==> src/rtl/bus_arbiter_4way16.sv <==
// Round-robin arbiter sharing one registered 16-bit output channel between four requesters.
// A grant lasts up to MAX_BURST accepted beats; the releasing owner then drops to lowest priority.
//
//  state  | meaning
//  -------+-----------------------------------------------------------
//  S_IDLE | no owner; arbitrate among req starting after ptr_q
//  S_OWN  | owner_q holds the channel; beats accepted while free
module bus_arbiter_4way16 #(
    parameter int         MAX_BURST = 4,
    parameter logic [1:0] INIT_PTR  = 2'd3
) (
    input  logic        clk,
    input  logic        rst_n,
    input  logic [3:0]  req,
    input  logic [15:0] data_a,
    input  logic [15:0] data_b,
    input  logic [15:0] data_c,
    input  logic [15:0] data_d,
    output logic [3:0]  gnt,
    output logic [1:0]  sel,
    output logic        busy,
    output logic [15:0] out_data,
    output logic        out_valid,
    input  logic        out_ready
);

    localparam int             CW        = $clog2(MAX_BURST + 1);
    localparam logic [CW-1:0]  LAST_BEAT = CW'(MAX_BURST - 1);

    typedef enum logic {S_IDLE, S_OWN} state_t;

    state_t          state_q;
    logic [1:0]      owner_q;
    logic [1:0]      ptr_q;
    logic [CW-1:0]   beat_cnt_q;
    logic [3:0]      gnt_q;
    logic            busy_q;
    logic [15:0]     out_data_q;
    logic            out_valid_q;

    logic            free;
    logic            accept;
    logic [1:0]      pick_d;
    logic [1:0]      cand;
    logic            found;
    logic [15:0]     word_d;

    assign free   = !out_valid_q || out_ready;
    assign accept = (state_q == S_OWN) && req[owner_q] && free;

    // Scan ptr+1, ptr+2, ... so the last owner is considered last.
    always_comb begin
        pick_d = ptr_q + 2'd1;
        cand   = '0;
        found  = 1'b0;
        for (int k = 1; k < 5; k++) begin
            cand = ptr_q + 2'(k);
            if (!found && req[cand]) begin
                pick_d = cand;
                found  = 1'b1;
            end
        end
    end

    always_comb begin
        case (owner_q)
            2'd0:    word_d = data_a;
            2'd1:    word_d = data_b;
            2'd2:    word_d = data_c;
            default: word_d = data_d;
        endcase
    end

    always_ff @(posedge clk) begin
        if (!rst_n) begin
            state_q     <= S_IDLE;
            owner_q     <= 2'd0;
            ptr_q       <= INIT_PTR;
            beat_cnt_q  <= '0;
            gnt_q       <= 4'b0000;
            busy_q      <= 1'b0;
            out_data_q  <= 16'h0000;
            out_valid_q <= 1'b0;
        end else begin
            if (out_valid_q && out_ready && !accept) begin
                out_valid_q <= 1'b0;
            end
            case (state_q)
                S_IDLE: begin
                    if (|req) begin
                        state_q    <= S_OWN;
                        owner_q    <= pick_d;
                        gnt_q      <= 4'b0001 << pick_d;
                        busy_q     <= 1'b1;
                        beat_cnt_q <= '0;
                    end
                end
                S_OWN: begin
                    if (accept) begin
                        out_data_q  <= word_d;
                        out_valid_q <= 1'b1;
                        if (beat_cnt_q == LAST_BEAT) begin
                            state_q    <= S_IDLE;
                            ptr_q      <= owner_q;
                            gnt_q      <= 4'b0000;
                            busy_q     <= 1'b0;
                            beat_cnt_q <= '0;
                        end else begin
                            beat_cnt_q <= beat_cnt_q + 1'b1;
                        end
                    end else if (!req[owner_q]) begin
                        state_q <= S_IDLE;
                        ptr_q   <= owner_q;
                        gnt_q   <= 4'b0000;
                        busy_q  <= 1'b0;
                    end
                end
                default: state_q <= S_IDLE;
            endcase
        end
    end

    assign gnt       = gnt_q;
    assign sel       = owner_q;
    assign busy      = busy_q;
    assign out_data  = out_data_q;
    assign out_valid = out_valid_q;

endmodule

==> config.mk <==
export PLATFORM = sky130hd
export DESIGN_NAME = bus_arbiter_4way16
export DESIGN_NICKNAME = d
export VERILOG_FILES = /design/src/rtl/bus_arbiter_4way16.sv
export SDC_FILE = /design/constraint.sdc
export NUM_CORES = 1
export LEC_CHECK = 0
export CORE_MARGIN = 2
export CORE_UTILIZATION = 42
export CTS_BUF_LIST = sky130_fd_sc_hd__clkbuf_16
export CTS_CLUSTER_SIZE = 12
export DETAILED_ROUTE_END_ITERATION = 16
export GPL_TIMING_DRIVEN = 1
export PLACE_DENSITY_LB_ADDON = 0.15
export REMOVE_ABC_BUFFERS = 1
export SETUP_SLACK_MARGIN = 0.02
export SLEW_MARGIN = 20
export SYNTH_ARGS = -nofsm -noshare
export SYNTH_HDL_FRONTEND = slang
export SYNTH_SLANG_ARGS = --single-unit
==> constraint.sdc <==
create_clock -name clk -period 4.4 [get_ports clk]
set_clock_uncertainty 0.1 [all_clocks]
set_input_delay 1.1 -clock clk [delete_from_list [all_inputs] [get_ports clk]]
set_output_delay 1.1 -clock clk [all_outputs]
set_load 0.02 [all_outputs]
==> results.cfg, run 1 <==
[route]
drc = 0
firstDrtPassIters = 4
finalWirelength_mm = 4.80
drt_iter0_drc = 129
vias = 1779
wl_per_cell_um = 15.1
via_per_inst = 5.59
postRouteAntennaNets = 0

[synthesis]
synth_area_per_cell_um2 = 9.70
syn_area_um2 = 1730
synth_cell_type_count = 38
synth-edff-count = 0
netlist_instances = 178
synthFlopType = dfxtp_1
yosys_warnings = 0
ys_seq_area_share_pct = 34.8
ys_ff_latch = 30
synthArstFlopShare_pct = 0

[worst_setup_path]
arrival_ns = 2.94
cp-end-kind = flip-flop
startpoint = req[3]
r2r_slack_ns = 2.15
cp.required_ns = 4.49
max_stage_delay_ns = 0.57
cp_max_fo = 21
critPathSlowestCell = clkdlybuf4s50_1
reg2reg_depth = 5
crit_chain = clkdlybuf4s50_1 > mux2i_1 > o22a_1 > or4_1 > a21oi_1
cpLargestDelayFamily = compound AO/OA/AOI/OAI gates
r2r_end = gnt[3]$_SDFFE_PN0P_
cp_num_cells = 5
critPathBufInv = 1
critPathLaunchType = input pin
crit_path_end = beat_cnt_q[0]$_SDFFE_PN0P_
critical_path_class = in -> reg
r2r-start = sel[0]$_SDFFE_PN0P_

[final_layout]
nets = 339
diodes = 0
post-route-util_pct = 72.1
drive_gt1_share_pct = 11.9
most-common-layout-cells = clkdlybuf4s50_1 (94), dfxtp_1 (30), a21oi_1 (23)
syn2layout_area_growth_pct = 65.7
final_common_cell = clkdlybuf4s50_1

[pwr]
power_frac_seq_pct = 30.3
total_power_uw = 1030
switching_power_uw = 250
switching_share_pct = 24.4
p_int_uw = 775
ir_drop_mv = 0.218
leakage_uw = 0.00100
power_density_nw_per_um2 = 359
p_comb_share_pct = 27.2
clkPwrFrac_pct = 42.5

[timing]
drv_slew = 0
finalSetupViolCount = 0
final_hold_viol_count = 0
min_period_over_period_pct = 64.9
rsz0062_at_grt = no
relSlewSlack_pct = 47.0
tightestPinTransition_ns = 0.795
period_minus_slack_ns = 2.85
fin_setup_tns_ns = 0
max_freq_mhz = 350
setup_slack_ns = 1.55

[clocking]
cts_setup_buffers = 0
clk_pin_slew_worst_paths_ns = 0.05
cts_tree = yes
cts_repair_resize_count = 0
cts_buffer_depth = 2
cts_root_buf = clkbuf_16
worstSkewPairLatency_ns = 0.27
cts_buffers = 5
cts_hold_buffers = 0
cts_max_level = 2
clock_sinks = 30

[global_routing]
grt_use_total_pct = 22.7
grt_pass1_wl_mm = 7.83
grt-ovfl-total = 0
grt_max_degree = 25
antenna_found_initial = 0
grt_pass1_vias = 1776

[placed_design]
io_buffers = 94
hpwl_mm = 3.56
place_ws_ns = 1.29
place.gp.congestion = 0.735

[flow_run]
max-cap-violations = 0

[floorplan]
fp.dieW_um = 68.1
row_count = 23
die_height_um = 68.1
start_util_pct = 43.5
die-area_um2 = 4640
boundaryPins = 95
core-area_um2 = 3970

[status]
status = finished, final reports clean

[min_path]
hp-class = reg -> reg
==> Yosys cell counts, types with 2 or more instances <==
cell type,number,share of area [%]
dfxtp_1,30,35
a21oi_1,23,6.7
nand3_1,19,5.5
o21ai_0,18,5.2
mux4_2,16,21
clkbuf_1,8,1.7
nand2_1,7,1.5
nor2_1,6,1.3
nand2b_1,5,1.8
o32ai_1,4,2.0
buf_2,3,0.87
inv_1,3,0.65
mux2i_1,3,1.7
nor2b_1,3,1.1
a211o_1,2,1.0
a211oi_1,2,0.87
a21o_1,2,0.87
buf_4,2,0.87
buf_6,2,1.3
o211ai_1,2,0.87
==> logic make-up (layout without fill, tap and decap cells) <==
group           Yosys count  count (layout)  share of synthesized area [%]
xor+xnor                  1               1                          0.507
buf+inv                  19             109                           5.72
flops                    30              30                           34.8
simple gates             45              45                           13.1
mux                      20              20                           23.3
fa+ha+maj                 1               1                          0.725
compound gates           62              62                           21.9
==> final cells by class <==
class	instances	area, um2
timing repair buffer	98	971
tap	50	62.6
inverter	3	11.3
sequential	30	601
clock inverter	3	63.8
multi-input combinational	129	1030
clock buffer	5	125
fill	305	1110
==> through the flow <==
stage          hold WS, ns  cells  cell area [um2]
6_report             0.350    318             2860
5_1_grt              0.384    318             2860
4_1_cts              0.352    318             2860
3_5_place_dp         0.344    310             2670
3_3_place_gp         0.336    310             2670
2_1_floorplan        0.325    162             1640
==> registers in the layout, indices dropped and copies added (netlist names) <==
name and count:
beat_cnt_q 3, busy 1, gnt 4, out_data 16, out_valid 1, ptr_q 2, sel 2, state_q 1
==> per-layer routing <==
metal / wire length (um) / track usage (%)
met3: 355 / 6.91
met5: 0 / 0
met1: 1890 / 25.1
met2: 2510 / 41.7
met4: 46 / 5.75
==> worst register-to-register path, delay by kind of cell, from the launching register on <==
kind	cells	cell delay, ns
mux	1	0.38
buf+inv	1	0.35
compound gates	3	0.97
flops	1	0.32
==> power by group through the flow <==
stage | registers, uW | logic (uW) | clock network (uW)
finish | 311 | 279 | 436
global route | 314 | 301 | 453
CTS | 311 | 282 | 438
detailed placement | 316 | 280 | 0
global placement | 316 | 277 | 0
floorplan | 351 | 110 | 0
==> how the worst min path moves through the flow <==
stage,startpoint,to,slack (ns),depth (start not counted)
detailed placement,beat_cnt_q[2]$_SDFFE_PN0P_,beat_cnt_q[2]$_SDFFE_PN0P_,0.34,2
finish,beat_cnt_q[2]$_SDFFE_PN0P_,beat_cnt_q[2]$_SDFFE_PN0P_,0.35,2
CTS,beat_cnt_q[2]$_SDFFE_PN0P_,beat_cnt_q[2]$_SDFFE_PN0P_,0.35,2
global placement,beat_cnt_q[2]$_SDFFE_PN0P_,beat_cnt_q[2]$_SDFFE_PN0P_,0.34,2
floorplan,beat_cnt_q[2]$_SDFFE_PN0P_,beat_cnt_q[2]$_SDFFE_PN0P_,0.32,2
global route,beat_cnt_q[2]$_SDFFE_PN0P_,beat_cnt_q[2]$_SDFFE_PN0P_,0.38,2
(Power assumes the default switching activity.)
==> run 2: changes to the inputs <==
CORE_UTILIZATION = 39   (was 42)
clock period = 2.65 ns   (was 4.4 ns; I/O delays follow)
==> run 2 against run 1 <==
Net effect:
- cell count increased by 2.5%
- non-clock buffer count rose by 6
- core utilization fell by 6.0 points
- setup slack worse by 1.0 ns
- largest cell class unchanged
- sequential share of layout area about the same
- critical endpoint unchanged
- highest routed layer unchanged
- critical path depth unchanged
- critical path type unchanged
- clock power up 20%
==> results.cfg, run 2 (synthesized netlist as in run 1, its figures left out) <==
[floorplan]
die-area_um2 = 4980
die_height_um = 70.5
start_util_pct = 39.9
fp.dieW_um = 70.5
core-area_um2 = 4320
row_count = 24
boundaryPins = 95

[final_layout]
largest_reg_flops = 16
fin_cells = 326
final_common_cell = clkdlybuf4s50_1
fill_cells = 374
syn2layout_area_growth_pct = 65.5
nets = 345
diodes = 0
drive_gt1_share_pct = 13.5
most-common-layout-cells = clkdlybuf4s50_1 (94), dfxtp_1 (30), a21oi_1 (23)

[global_routing]
grt_pass1_wl_mm = 8.09
grt_use_total_pct = 20.4
antenna_found_initial = 0
grt_max_degree = 21
grt_pass1_vias = 1785
grt-ovfl-total = 0

[pwr]
ir_drop_mv = 0.250
total_power_uw = 1510
leakage_uw = 0.00101
power_density_nw_per_um2 = 529

[clocking]
cts_setup_buffers = 0
clk_pin_slew_worst_paths_ns = 0.05
cts_repair_resize_count = 0
cts_tree = yes
cts_hold_buffers = 0
cts_max_level = 2
cts_buffer_depth = 2
clock_sinks = 30
worstSkewPairLatency_ns = 0.27
cts_buffers = 5
cts_root_buf = clkbuf_16

[flow_run]
max-cap-violations = 0

[route]
finalWirelength_mm = 4.70
drt_iter0_drc = 133
vias = 1752
drc = 0
wl_per_cell_um = 14.4
firstDrtPassIters = 4
postRouteAntennaNets = 0
via_per_inst = 5.37

[timing]
relSlewSlack_pct = 65.2
finalSetupViolCount = 0
final_hold_viol_count = 0
rsz0062_at_grt = no
holdWs_ns = 0.342
min_period_over_period_pct = 80.7
max_freq_mhz = 467
drv_slew = 0
fin_setup_tns_ns = 0
tightestPinTransition_ns = 0.519
period_minus_slack_ns = 2.14

[worst_setup_path]
arrival_ns = 2.25
r2r_end = beat_cnt_q[0]$_SDFFE_PN0P_
r2r-start = sel[1]$_SDFFE_PN0P_
startpoint = req[3]
cp-end-kind = flip-flop
cp_max_fo = 8
critPathLaunchType = input pin
cp.required_ns = 2.76
max_stage_delay_ns = 0.57
critical_path_class = in -> reg
r2r_slack_ns = 0.88
reg2reg_depth = 5
critPathSlowestCell = clkdlybuf4s50_1
crit_chain = clkdlybuf4s50_1 > mux2i_1 > o22a_1 > or4_1 > a21oi_1
crit_path_end = beat_cnt_q[0]$_SDFFE_PN0P_

[placed_design]
hpwl_mm = 3.55
io_buffers = 94
dp.cells = 318
place.gp.congestion = 0.802

[status]
status = finished, final reports clean

[min_path]
whs_path_depth = 2
hp-class = reg -> reg
==> run 2: cell types whose count changed in the layout (fill, tap and decap cells not counted), sizes merged <==
cell    before  now
buf          4   10
bufinv       2    0
clkinv       1    2
inv          3    4
==> run 2: worst min-delay path by stage <==
| stage | startpoint | end | slack, ns |
|---|---|---|---|
| 2_1_floorplan | beat_cnt_q[2]$_SDFFE_PN0P_ | beat_cnt_q[2]$_SDFFE_PN0P_ | 0.32 |
| 3_3_place_gp | beat_cnt_q[2]$_SDFFE_PN0P_ | beat_cnt_q[2]$_SDFFE_PN0P_ | 0.34 |
| 3_5_place_dp | beat_cnt_q[2]$_SDFFE_PN0P_ | beat_cnt_q[2]$_SDFFE_PN0P_ | 0.34 |
| 4_1_cts | beat_cnt_q[2]$_SDFFE_PN0P_ | beat_cnt_q[2]$_SDFFE_PN0P_ | 0.35 |
| 5_1_grt | beat_cnt_q[2]$_SDFFE_PN0P_ | beat_cnt_q[2]$_SDFFE_PN0P_ | 0.38 |
| 6_report | beat_cnt_q[2]$_SDFFE_PN0P_ | beat_cnt_q[2]$_SDFFE_PN0P_ | 0.34 |
==> run 2: area by class of cell <==
cell class | instances | area, um2 | area share (%)
inverters | 3 | 11.3 | 0.394
clock buffers | 5 | 125 | 4.38
repair buffers | 104 | 1020 | 35.6
flip-flops and latches | 30 | 601 | 21.0
well taps | 52 | 65.1 | 2.28
multi-input cells | 129 | 1030 | 35.9
clock inverters | 3 | 12.5 | 0.438
==> run 2: worst max-delay path, delay by kind of cell <==
| family | cells | cell delay [ns] |
|---|---|---|
| multiplexers | 1 | 0.14 |
| AND/OR/NAND/NOR | 1 | 0.43 |
| AO/OA/AOI/OAI | 2 | 0.45 |
| buffers and inverters | 1 | 0.57 |
==> run 2: where the power goes <==
group	switching, uW	internal, uW	total [uW]
sequential	27.0	492	519
combinational	198	270	468
clock	187	338	524
total	412	1100	1510
==> run 2: per-layer routing <==
layer | wire (um) | global-route usage [%]
met3 | 449 | 8.26
met2 | 2240 | 32.3
met5 | 0 | 0
met4 | 71 | 5.87
met1 | 1940 | 26.0
==> run 2: through the flow <==
stage / instance area [um2] / setup slack (ns) / util, %
6_report: 2860 / 0.511 / 66.1
5_1_grt: 2860 / 0.359 / 66.1
4_1_cts: 2860 / 0.519 / 66.1
3_5_place_dp: 2720 / 0.251 / 62.9
3_3_place_gp: 2720 / 0.257 / 62.9
2_1_floorplan: 1640 / 0.151 / -
